===== src/rtl/stopwatch_ctrl_if.sv =====
// Button inputs and display/status outputs of the stopwatch controller.
// The master side drives the buttons; the slave side is the controller.
interface stopwatch_ctrl_if;
    logic       btn_ss;
    logic       btn_lap;
    logic       btn_clr;
    logic       tick_en;
    logic [3:0] bcd_tens;
    logic [3:0] bcd_ones;
    logic       running;
    logic       lap_hold;
    logic       wrap;

    modport master (
        output btn_ss, btn_lap, btn_clr,
        input  tick_en, bcd_tens, bcd_ones, running, lap_hold, wrap
    );

    modport slave (
        input  btn_ss, btn_lap, btn_clr,
        output tick_en, bcd_tens, bcd_ones, running, lap_hold, wrap
    );
endinterface


===== src/rtl/stopwatch_ctrl.sv =====
// Stopwatch control FSM, 1 s tick prescaler and 00-99 BCD seconds count.
// Optional button debounce filter is enabled with the macro STOPWATCH_DEBOUNCE_EN.
module stopwatch_ctrl #(
    parameter int TICK_DIV   = 50000000,
    parameter int DEB_CYCLES = 1000000
) (
    input  logic             clk,
    input  logic             rst_n,
    stopwatch_ctrl_if.slave  bus
);

    localparam int              PW        = $clog2(TICK_DIV);
    localparam logic [PW-1:0]   PRESC_MAX = PW'(TICK_DIV - 1);

    typedef enum logic [1:0] {
        ST_IDLE  = 2'd0,
        ST_RUN   = 2'd1,
        ST_LAP   = 2'd2,
        ST_PAUSE = 2'd3
    } state_t;

    function automatic logic [7:0] bcd_inc(input logic [7:0] v);
        logic [7:0] r;
        if (v[3:0] == 4'd9) begin
            r[3:0] = 4'd0;
            if (v[7:4] == 4'd9) begin
                r[7:4] = 4'd0;
            end else begin
                r[7:4] = v[7:4] + 4'd1;
            end
        end else begin
            r[7:4] = v[7:4];
            r[3:0] = v[3:0] + 4'd1;
        end
        return r;
    endfunction

    // bit 2 = clear, bit 1 = start/stop, bit 0 = lap
    logic [2:0]     btn_s;
    logic [2:0]     sync1_r;
    logic [2:0]     sync2_r;
    logic [2:0]     level_s;
    logic [2:0]     edge_r;
    logic [2:0]     cmd_s;
    logic           cmd_clr_s;
    logic           cmd_ss_s;
    logic           cmd_lap_s;

    state_t         state_r;
    state_t         state_nxt_s;
    logic           lap_load_s;
    logic           clear_s;
    logic           active_s;
    logic           tick_s;

    logic [PW-1:0]  presc_r;
    logic [7:0]     cnt_r;
    logic [7:0]     lap_r;
    logic [7:0]     disp_r;
    logic           tick_en_r;
    logic           wrap_r;
    logic           running_r;
    logic           lap_hold_r;

    assign btn_s = {bus.btn_clr, bus.btn_ss, bus.btn_lap};

    // Two-flop synchronizer for the asynchronous buttons
    always_ff @(posedge clk or negedge rst_n) begin
        if (!rst_n) begin
            sync1_r <= 3'b000;
            sync2_r <= 3'b000;
        end else begin
            sync1_r <= btn_s;
            sync2_r <= sync1_r;
        end
    end

`ifdef STOPWATCH_DEBOUNCE_EN
    localparam int            DW      = $clog2(DEB_CYCLES + 1);
    localparam logic [DW-1:0] DEB_MAX = DW'(DEB_CYCLES - 1);

    logic [2:0]    filt_r;
    logic [DW-1:0] deb_cnt_r [3];

    // Level only follows the input after DEB_CYCLES consecutive differing samples
    always_ff @(posedge clk or negedge rst_n) begin
        if (!rst_n) begin
            filt_r <= 3'b000;
            for (int i = 0; i < 3; i++) begin
                deb_cnt_r[i] <= {DW{1'b0}};
            end
        end else begin
            for (int i = 0; i < 3; i++) begin
                if (sync2_r[i] == filt_r[i]) begin
                    deb_cnt_r[i] <= {DW{1'b0}};
                end else if (deb_cnt_r[i] == DEB_MAX) begin
                    filt_r[i]    <= sync2_r[i];
                    deb_cnt_r[i] <= {DW{1'b0}};
                end else begin
                    deb_cnt_r[i] <= deb_cnt_r[i] + DW'(1'b1);
                end
            end
        end
    end

    assign level_s = filt_r;
`else
    assign level_s = sync2_r;
`endif

    // Edge flop: one command per press regardless of hold time
    always_ff @(posedge clk or negedge rst_n) begin
        if (!rst_n) begin
            edge_r <= 3'b000;
        end else begin
            edge_r <= level_s;
        end
    end

    assign cmd_s     = level_s & ~edge_r;
    assign cmd_clr_s = cmd_s[2];
    assign cmd_ss_s  = cmd_s[1] & ~cmd_s[2];
    assign cmd_lap_s = cmd_s[0] & ~cmd_s[1] & ~cmd_s[2];

    assign active_s  = (state_r == ST_RUN) || (state_r == ST_LAP);
    assign tick_s    = active_s && (presc_r == PRESC_MAX);

    // State register
    always_ff @(posedge clk or negedge rst_n) begin
        if (!rst_n) begin
            state_r <= ST_IDLE;
        end else begin
            state_r <= state_nxt_s;
        end
    end

    // Next-state decode; clr is honoured only from PAUSE
    always_comb begin
        state_nxt_s = state_r;
        lap_load_s  = 1'b0;
        clear_s     = 1'b0;
        case (state_r)
            ST_IDLE: begin
                if (cmd_ss_s) begin
                    state_nxt_s = ST_RUN;
                end else begin
                    state_nxt_s = ST_IDLE;
                end
            end
            ST_RUN: begin
                if (cmd_ss_s) begin
                    state_nxt_s = ST_PAUSE;
                end else if (cmd_lap_s) begin
                    state_nxt_s = ST_LAP;
                    lap_load_s  = 1'b1;
                end else begin
                    state_nxt_s = ST_RUN;
                end
            end
            ST_LAP: begin
                if (cmd_ss_s) begin
                    state_nxt_s = ST_PAUSE;
                end else if (cmd_lap_s) begin
                    state_nxt_s = ST_RUN;
                end else begin
                    state_nxt_s = ST_LAP;
                end
            end
            ST_PAUSE: begin
                if (cmd_clr_s) begin
                    state_nxt_s = ST_IDLE;
                    clear_s     = 1'b1;
                end else if (cmd_ss_s) begin
                    state_nxt_s = ST_RUN;
                end else begin
                    state_nxt_s = ST_PAUSE;
                end
            end
            default: begin
                state_nxt_s = ST_IDLE;
            end
        endcase
    end

    // Prescaler holds in PAUSE so a resume keeps the partial second
    always_ff @(posedge clk or negedge rst_n) begin
        if (!rst_n) begin
            presc_r <= {PW{1'b0}};
        end else if (clear_s || tick_s) begin
            presc_r <= {PW{1'b0}};
        end else if (active_s) begin
            presc_r <= presc_r + PW'(1'b1);
        end else begin
            presc_r <= presc_r;
        end
    end

    // Tick and wrap pulses; count is still pre-increment when tick_s is seen
    always_ff @(posedge clk or negedge rst_n) begin
        if (!rst_n) begin
            tick_en_r <= 1'b0;
            wrap_r    <= 1'b0;
        end else begin
            tick_en_r <= tick_s;
            wrap_r    <= tick_s && (cnt_r == 8'h99);
        end
    end

    // Live count advances at the end of the tick_en cycle; lap latch snapshots it
    always_ff @(posedge clk or negedge rst_n) begin
        if (!rst_n) begin
            cnt_r <= 8'h00;
            lap_r <= 8'h00;
        end else if (clear_s) begin
            cnt_r <= 8'h00;
            lap_r <= 8'h00;
        end else begin
            if (tick_en_r) begin
                cnt_r <= bcd_inc(cnt_r);
            end else begin
                cnt_r <= cnt_r;
            end
            if (lap_load_s) begin
                lap_r <= cnt_r;
            end else begin
                lap_r <= lap_r;
            end
        end
    end

    // Registered display and status outputs
    always_ff @(posedge clk or negedge rst_n) begin
        if (!rst_n) begin
            disp_r     <= 8'h00;
            running_r  <= 1'b0;
            lap_hold_r <= 1'b0;
        end else begin
            disp_r     <= (state_r == ST_LAP) ? lap_r : cnt_r;
            running_r  <= (state_nxt_s == ST_RUN) || (state_nxt_s == ST_LAP);
            lap_hold_r <= (state_nxt_s == ST_LAP);
        end
    end

    assign bus.tick_en  = tick_en_r;
    assign bus.wrap     = wrap_r;
    assign bus.bcd_tens = disp_r[7:4];
    assign bus.bcd_ones = disp_r[3:0];
    assign bus.running  = running_r;
    assign bus.lap_hold = lap_hold_r;

endmodule


===== src/flat_wrapper.sv =====
// flat-port wrapper written by rule: the top's interface ports become plain ports
module stopwatch_ctrl_flat 
#(
    parameter int TICK_DIV   = 50000000,
    parameter int DEB_CYCLES = 1000000
)
  (clk, rst_n, bus_btn_ss, bus_btn_lap, bus_btn_clr, bus_tick_en, bus_bcd_tens, bus_bcd_ones, bus_running, bus_lap_hold, bus_wrap);
  stopwatch_ctrl_if bus_i ();
  input  logic clk;
  input  logic rst_n;
  input wire logic [$bits(bus_i.btn_ss)-1:0] bus_btn_ss;
  input wire logic [$bits(bus_i.btn_lap)-1:0] bus_btn_lap;
  input wire logic [$bits(bus_i.btn_clr)-1:0] bus_btn_clr;
  output wire logic [$bits(bus_i.tick_en)-1:0] bus_tick_en;
  output wire logic [$bits(bus_i.bcd_tens)-1:0] bus_bcd_tens;
  output wire logic [$bits(bus_i.bcd_ones)-1:0] bus_bcd_ones;
  output wire logic [$bits(bus_i.running)-1:0] bus_running;
  output wire logic [$bits(bus_i.lap_hold)-1:0] bus_lap_hold;
  output wire logic [$bits(bus_i.wrap)-1:0] bus_wrap;
  assign bus_i.btn_ss = bus_btn_ss;
  assign bus_i.btn_lap = bus_btn_lap;
  assign bus_i.btn_clr = bus_btn_clr;
  assign bus_tick_en = bus_i.tick_en;
  assign bus_bcd_tens = bus_i.bcd_tens;
  assign bus_bcd_ones = bus_i.bcd_ones;
  assign bus_running = bus_i.running;
  assign bus_lap_hold = bus_i.lap_hold;
  assign bus_wrap = bus_i.wrap;
  stopwatch_ctrl #(.TICK_DIV(TICK_DIV), .DEB_CYCLES(DEB_CYCLES)) u_core (.clk(clk), .rst_n(rst_n), .bus(bus_i));
endmodule

===== config.mk =====
export PLATFORM = sky130hd
export DESIGN_NAME = stopwatch_ctrl_flat
export DESIGN_NICKNAME = d
export VERILOG_FILES = /design/src/rtl/stopwatch_ctrl_if.sv /design/src/rtl/stopwatch_ctrl.sv /design/src/flat_wrapper.sv
export SDC_FILE = /design/constraint.sdc
export NUM_CORES = 1
export LEC_CHECK = 0
export CORE_MARGIN = 5
export CORE_UTILIZATION = 55
export CTS_CLUSTER_DIAMETER = 50
export DETAILED_ROUTE_END_ITERATION = 10
export PLACE_DENSITY = 0.74
export SLEW_MARGIN = 10
export SYNTH_ARGS = -nofsm -noshare
export SYNTH_HDL_FRONTEND = slang
export SYNTH_SLANG_ARGS = --single-unit

===== constraint.sdc =====
create_clock -name clk -period 4.89 [get_ports clk]
set_clock_uncertainty 0.15 [all_clocks]
set_input_delay 1.467 -clock clk [delete_from_list [all_inputs] [get_ports clk]]
set_output_delay 1.467 -clock clk [all_outputs]
set_load 0.02 [all_outputs]

==> results.py, run 1 <==
metrics = {
    "sta": {
        "rsz0062_at_grt": "false",
        "timing.fmax_ghz": 0.322,
        "fin_ws_ns": 1.79,
        "hold_slack_ns": 0.202,
        "slew_viol_final": 0,
        "worst_pin_slew_ns": 0.871,
        "setup_violations": 0,
        "finalCritPeriodShare_pct": 63.5,
        "finalSetupTns_ns": 0,
        "min_period_ns": 3.10,
        "hold_viol": 0,
        "max_slew_margin_pct": 41.9,
    },
    "drt": {
        "avgRoutedWirePerCell_um": 13.7,
        "viasPerCell": 5.49,
        "ant_nets": 0,
        "drc": 0,
        "wl_um": 5560,
        "num_vias": 2222,
        "drtIter0Drc": 139,
        "drt-pass1-iter-count": 4,
    },
    "global_route": {
        "grt_antenna_before_repair": 0,
        "grt_pass1_vias": 2170,
        "grt_pass1_wl_um": 10200,
        "grt_start_max_net_pins": 42,
        "grt-ovfl-total": 0,
        "grt_usage_pct": 17.8,
    },
    "critical_path": {
        "critPathBufInv": 1,
        "slowest_delay_ns": 0.66,
        "cp.required_ns": 3.27,
        "startpoint_type": "flop",
        "criticalPathCategory": "reg -> out",
        "crit_chain": "clkdlybuf4s50_1",
        "cp_data_arrival_time_ns": 1.49,
        "cp_top_family": "buffers and inverters",
        "cpMaxStageDelayCell": "clkdlybuf4s50_1",
        "crit_path_end_kind": "output port",
        "crit_fanout": 9,
    },
    "place": {
        "gp_congestion": 0.856,
        "pre_cts_ws_ns": 2.14,
        "dpl.hpwl_um": 3810,
        "io_buffers": 16,
    },
    "clocking": {
        "clk_latency_ns": 0.34,
        "post_cts_buffers": 0,
        "cts_tree": "yes",
        "cts.sinks": 65,
        "path_clk_slew_ns": 0.07,
        "cts_hold_buffers": 0,
        "htreeDepth": 3,
        "cts-root-buf": "clkbuf_8",
        "clockBufferDepth": 2,
        "cts_resized": 0,
        "numCtsBuffers": 9,
    },
    "floorplanning": {
        "die_w_um": 84.8,
        "dieArea_sq_um": 7190,
        "die_y_um": 84.8,
        "start_util_pct": 56.2,
        "ios": 17,
        "num_rows": 27,
        "fp.coreArea_sq_um": 5470,
    },
    "outcome": {
        "status": "finished clean",
    },
    "synth": {
        "seq_area_frac_synth_pct": 52.8,
        "synth-async-reset-ratio_pct": 100,
        "yosys_most_used_dff": "dfrtp_1",
        "netlist_instances": 308,
        "syn_area_per_cell_sq_um": 9.99,
        "syn-cell-area_sq_um": 3080,
        "synth_edf_count": 0,
        "synthDistinctLibCells": 42,
        "synth_nets": 323,
        "ys.warnings.count": 0,
        "synth_seq_cells": 65,
    },
    "flow_run": {
        "maxCapViolations": 0,
    },
    "finish": {
        "diodes": 0,
        "final_common_cell": "dfrtp_1",
        "layout-drive-gt1-share_pct": 10.2,
        "areaGrowthSynthToFinish_pct": 14.5,
        "fin_nets": 343,
        "most-common-layout-cells": "dfrtp_1, nand2_1, nor2_1",
    },
    "hold_path": {
        "hold_class": "reg -> reg",
    },
    "pwr": {
        "p_leak_nw": 1.55,
        "peakVddDrop_uv": 238,
        "p_per_area_nw_per_um2": 336,
        "total_power_mw": 1.18,
    },
}
-- layout make-up --
| cell class | count | area (sq um) |
|---|---|---|
| fillers | 448 | 1950 |
| flip-flops and latches | 65 | 1630 |
| multi-input cells | 226 | 1380 |
| repair buffers | 19 | 178 |
| clock buffers | 10 | 138 |
| clock inverters | 6 | 90.1 |
| well taps | 72 | 90.1 |
| inverters | 7 | 26.3 |
-- per-layer routing --
metal	GRT usage [%]	share of wire, %	vias to the layer above
met2	26.3	45	41
met4	8.20	2.6	0
li1	-	-	1109
met3	4.66	4.1	20
met1	24.7	48	1052
met5	0	0	-
-- where the power goes --
group / total [mW] / switching (mW) / internal, mW
clock: 0.512 / 0.210 / 0.302
sequential: 0.587 / 0.0236 / 0.564
combinational: 0.0841 / 0.0479 / 0.0363
-- logic make-up (layout without fill, tap and decap cells) --
kind of cell	count (synthesis)	in the layout	synth area share, %
fa+ha+maj	10	10	4.07
flops	65	65	52.8
simple gates	146	146	23.6
mux	13	13	4.51
xor+xnor	17	17	4.84
compound gates	40	40	7.68
buf+inv	17	42	2.44
-- worst paths after layout --
check	from	cells past startpoint	endpoint	slack (ns)
worst min register to register	u_core.sync1_r[2]	0	u_core.level_s[2]	0.20
worst max-delay path	u_core.bus.tick_en	1	bus_tick_en	1.79
min in group asynchronous	rst_n	1	u_core.disp_r[0]	1.08
worst max register to register	u_core.state_r[0]	6	u_core.presc_r[22]	2.42
worst min-delay path	u_core.sync1_r[2]	0	u_core.level_s[2]	0.20
max in group asynchronous	rst_n	2	u_core.edge_r[1]	2.66
-- cell usage after synthesis, types with 5 or more instances --
master,instances,area (sq um)
ha_1,10,125
xnor2_1,6,52.6
nand2_1,45,169
xor2_1,11,96.3
a21oi_1,13,65.1
o21ai_0,18,90.1
mux2_2,7,78.8
nor4_1,7,43.8
inv_1,7,26.3
clkbuf_1,5,18.8
nor2_1,38,143
mux2i_1,6,60.1
dfrtp_1,65,1630
nand3_1,11,55.1
nand4_1,9,56.3
nor3_1,8,40.0
-- registers in the layout, summed over array words and instances (netlist names), 2 cells and up --
register and cells:
u_core.edge_r 3, u_core.disp_r 8, u_core.presc_r 26, u_core.state_r 2
u_core.cnt_r 8, u_core.level_s 3, u_core.sync1_r 3, u_core.lap_r 8
-- through the flow --
step	cell area (sq um)	std cells	util, %
3_5_place_dp	3300	389	60.2
2_1_floorplan	3080	308	-
6_report	3520	405	64.4
3_3_place_gp	3300	389	60.2
5_1_grt	3520	405	64.4
4_1_cts	3520	405	64.4
Power figures use the tool's default switching activity.
==> run 2: changes to the inputs <==
--- a/config.mk
+++ b/config.mk
@@ -6,10 +6,10 @@
 export NUM_CORES = 1
 export LEC_CHECK = 0
 export CORE_MARGIN = 5
-export CORE_UTILIZATION = 55
+export CORE_UTILIZATION = 53
 export CTS_CLUSTER_DIAMETER = 50
 export DETAILED_ROUTE_END_ITERATION = 10
-export PLACE_DENSITY = 0.74
+export PLACE_DENSITY = 0.75
 export SLEW_MARGIN = 10
 export SYNTH_ARGS = -nofsm -noshare
 export SYNTH_HDL_FRONTEND = slang
==> constraint.sdc (replaced) <==
create_clock -name clk -period 2.6 [get_ports clk]
set_clock_uncertainty 0.15 [all_clocks]
set_input_delay 0.78 -clock clk [delete_from_list [all_inputs] [get_ports clk]]
set_output_delay 0.78 -clock clk [all_outputs]
set_load 0.02 [all_outputs]
==> run 2 against run 1 <==
Non-clock buffer count is 4 higher. Register-to-register slack got worse by 2.2 ns. Sequential power grew 89%. Worst setup slack lost 1.6 ns. Hold slack got worse by 0.0017 ns. Sequential share of layout area shrank 0.34 points. Final cell count increased by 0.99%. Power increased by 85%. Largest cell class unchanged. Count of clock-buffer cells in the layout increased by 1. Critical endpoint unchanged. Combinational power up 94%. Core utilization decreased by 0.70 points.
==> results.py, run 2 (same netlist as run 1, synthesis figures left out) <==
metrics = {
    "finish": {
        "layout-drive-gt1-share_pct": 10.7,
        "largest_reg_flops": 26,
        "top_register": "u_core.presc_r",
        "final_common_cell": "dfrtp_1",
        "diodes": 0,
        "fin_nets": 347,
        "most-common-layout-cells": "dfrtp_1, nand2_1, nor2_1",
        "areaGrowthSynthToFinish_pct": 15.4,
    },
    "drt": {
        "num_vias": 2224,
        "avgRoutedWirePerCell_um": 13.8,
        "drc": 0,
        "viasPerCell": 5.44,
        "drt-pass1-iter-count": 4,
        "wl_um": 5650,
        "drtIter0Drc": 148,
        "ant_nets": 0,
    },
    "critical_path": {
        "crit_path_end_kind": "output port",
        "criticalPathCategory": "reg -> out",
        "cpMaxStageDelayCell": "clkdlybuf4s50_1",
        "slowest_delay_ns": 0.66,
        "crit_chain": "clkdlybuf4s50_1",
        "cp_top_family": "buffers and inverters",
        "cp.depth": 1,
        "reg2reg_depth": 6,
        "critPathBufInv": 1,
        "crit_fanout": 9,
        "cp.required_ns": 1.67,
        "cp_data_arrival_time_ns": 1.51,
        "startpoint_type": "flop",
    },
    "floorplanning": {
        "num_rows": 27,
        "dieArea_sq_um": 7430,
        "die_y_um": 86.2,
        "fp.coreArea_sq_um": 5570,
        "start_util_pct": 55.2,
        "ios": 17,
        "die_w_um": 86.2,
    },
    "sta": {
        "hold_slack_ns": 0.200,
        "worst_pin_slew_ns": 0.536,
        "max_slew_margin_pct": 63.9,
        "hold_viol": 0,
        "finalSetupTns_ns": 0,
        "fin_ws_ns": 0.160,
        "timing.fmax_ghz": 0.410,
        "setup_violations": 0,
        "slew_viol_final": 0,
        "min_period_ns": 2.44,
        "finalCritPeriodShare_pct": 93.9,
        "rsz0062_at_grt": "false",
    },
    "clocking": {
        "clk_latency_ns": 0.34,
        "path_clk_slew_ns": 0.07,
        "numCtsBuffers": 9,
        "post_cts_buffers": 0,
        "clockBufferDepth": 2,
        "cts_hold_buffers": 0,
        "cts_tree": "yes",
        "htreeDepth": 3,
        "cts_resized": 0,
        "cts.sinks": 65,
        "cts-root-buf": "clkbuf_8",
    },
    "hold_path": {
        "hold_class": "reg -> reg",
        "holdPathStages": 0,
    },
    "pwr": {
        "p_clk_share_pct": 42.1,
        "power.internal_mw": 1.67,
        "switchingPower_uw": 520,
        "p_leak_nw": 1.56,
        "seq_power_share_pct": 50.5,
        "power_switching_share_pct": 23.8,
        "p_comb_share_pct": 7.5,
        "p_per_area_nw_per_um2": 617,
        "peakVddDrop_uv": 484,
    },
    "global_route": {
        "grt_usage_pct": 17.3,
        "grt_pass1_wl_um": 10200,
        "grt-ovfl-total": 0,
        "grt_pass1_vias": 2146,
        "grt_antenna_before_repair": 0,
        "grt_start_max_net_pins": 46,
    },
    "flow_run": {
        "maxCapViolations": 0,
    },
    "place": {
        "gp_congestion": 0.877,
        "dpl.hpwl_um": 3870,
        "io_buffers": 16,
        "pre_cts_ws_ns": 0.271,
    },
    "outcome": {
        "status": "finished clean",
    },
}
==> run 2: per-layer routing <==
layer	track usage [%]	share of wire, %	up-vias
met5	0	0	-
met4	8.50	1.9	0
li1	-	-	1109
met1	23.1	47	1067
met3	3.14	3.4	10
met2	27.0	47	38
==> run 2: final cells by class <==
type                            count  area (sq um)
Inverter                            7          26.3
Timing Repair Buffer               23           220
Clock inverter                      5          80.1
Multi-Input combinational cell    226          1380
Sequential cell                    65          1630
Clock buffer                       11           131
Tap cell                           72          90.1
Fill cell                         437          2020
==> run 2: worst paths after layout <==
path | startpoint | to | slack, ns
setup reg to reg | u_core.state_r[0] | u_core.presc_r[14] | 0.20
max in group asynchronous | rst_n | u_core.presc_r[0] | 1.44
hold / removal | u_core.sync1_r[1] | u_core.level_s[1] | 0.20
hold reg to reg | u_core.sync1_r[1] | u_core.level_s[1] | 0.20
min in group asynchronous | rst_n | u_core.disp_r[3] | 0.25
setup / recovery | u_core.bus.tick_en | bus_tick_en | 0.16
==> run 2: metrics by stage <==
stage / total power [mW] / cells / instance area [sq um] / util (%)
2_1_floorplan: 1.22 / 308 / 3080 / -
3_3_place_gp: 1.28 / 393 / 3340 / 59.9
3_5_place_dp: 1.29 / 393 / 3340 / 59.9
4_1_cts: 2.21 / 409 / 3550 / 63.7
5_1_grt: 2.29 / 409 / 3550 / 63.7
6_report: 2.19 / 409 / 3550 / 63.7
==> run 2: power groups by stage <==
| stage | clock network, mW | registers, mW | logic, mW |
|---|---|---|---|
| 3_5_place_dp | 0 | 1.12 | 0.167 |
| 6_report | 0.922 | 1.11 | 0.163 |
| 4_1_cts | 0.940 | 1.10 | 0.168 |
| 2_1_floorplan | 0 | 1.12 | 0.103 |
| 5_1_grt | 0.987 | 1.11 | 0.194 |
| 3_3_place_gp | 0 | 1.12 | 0.160 |
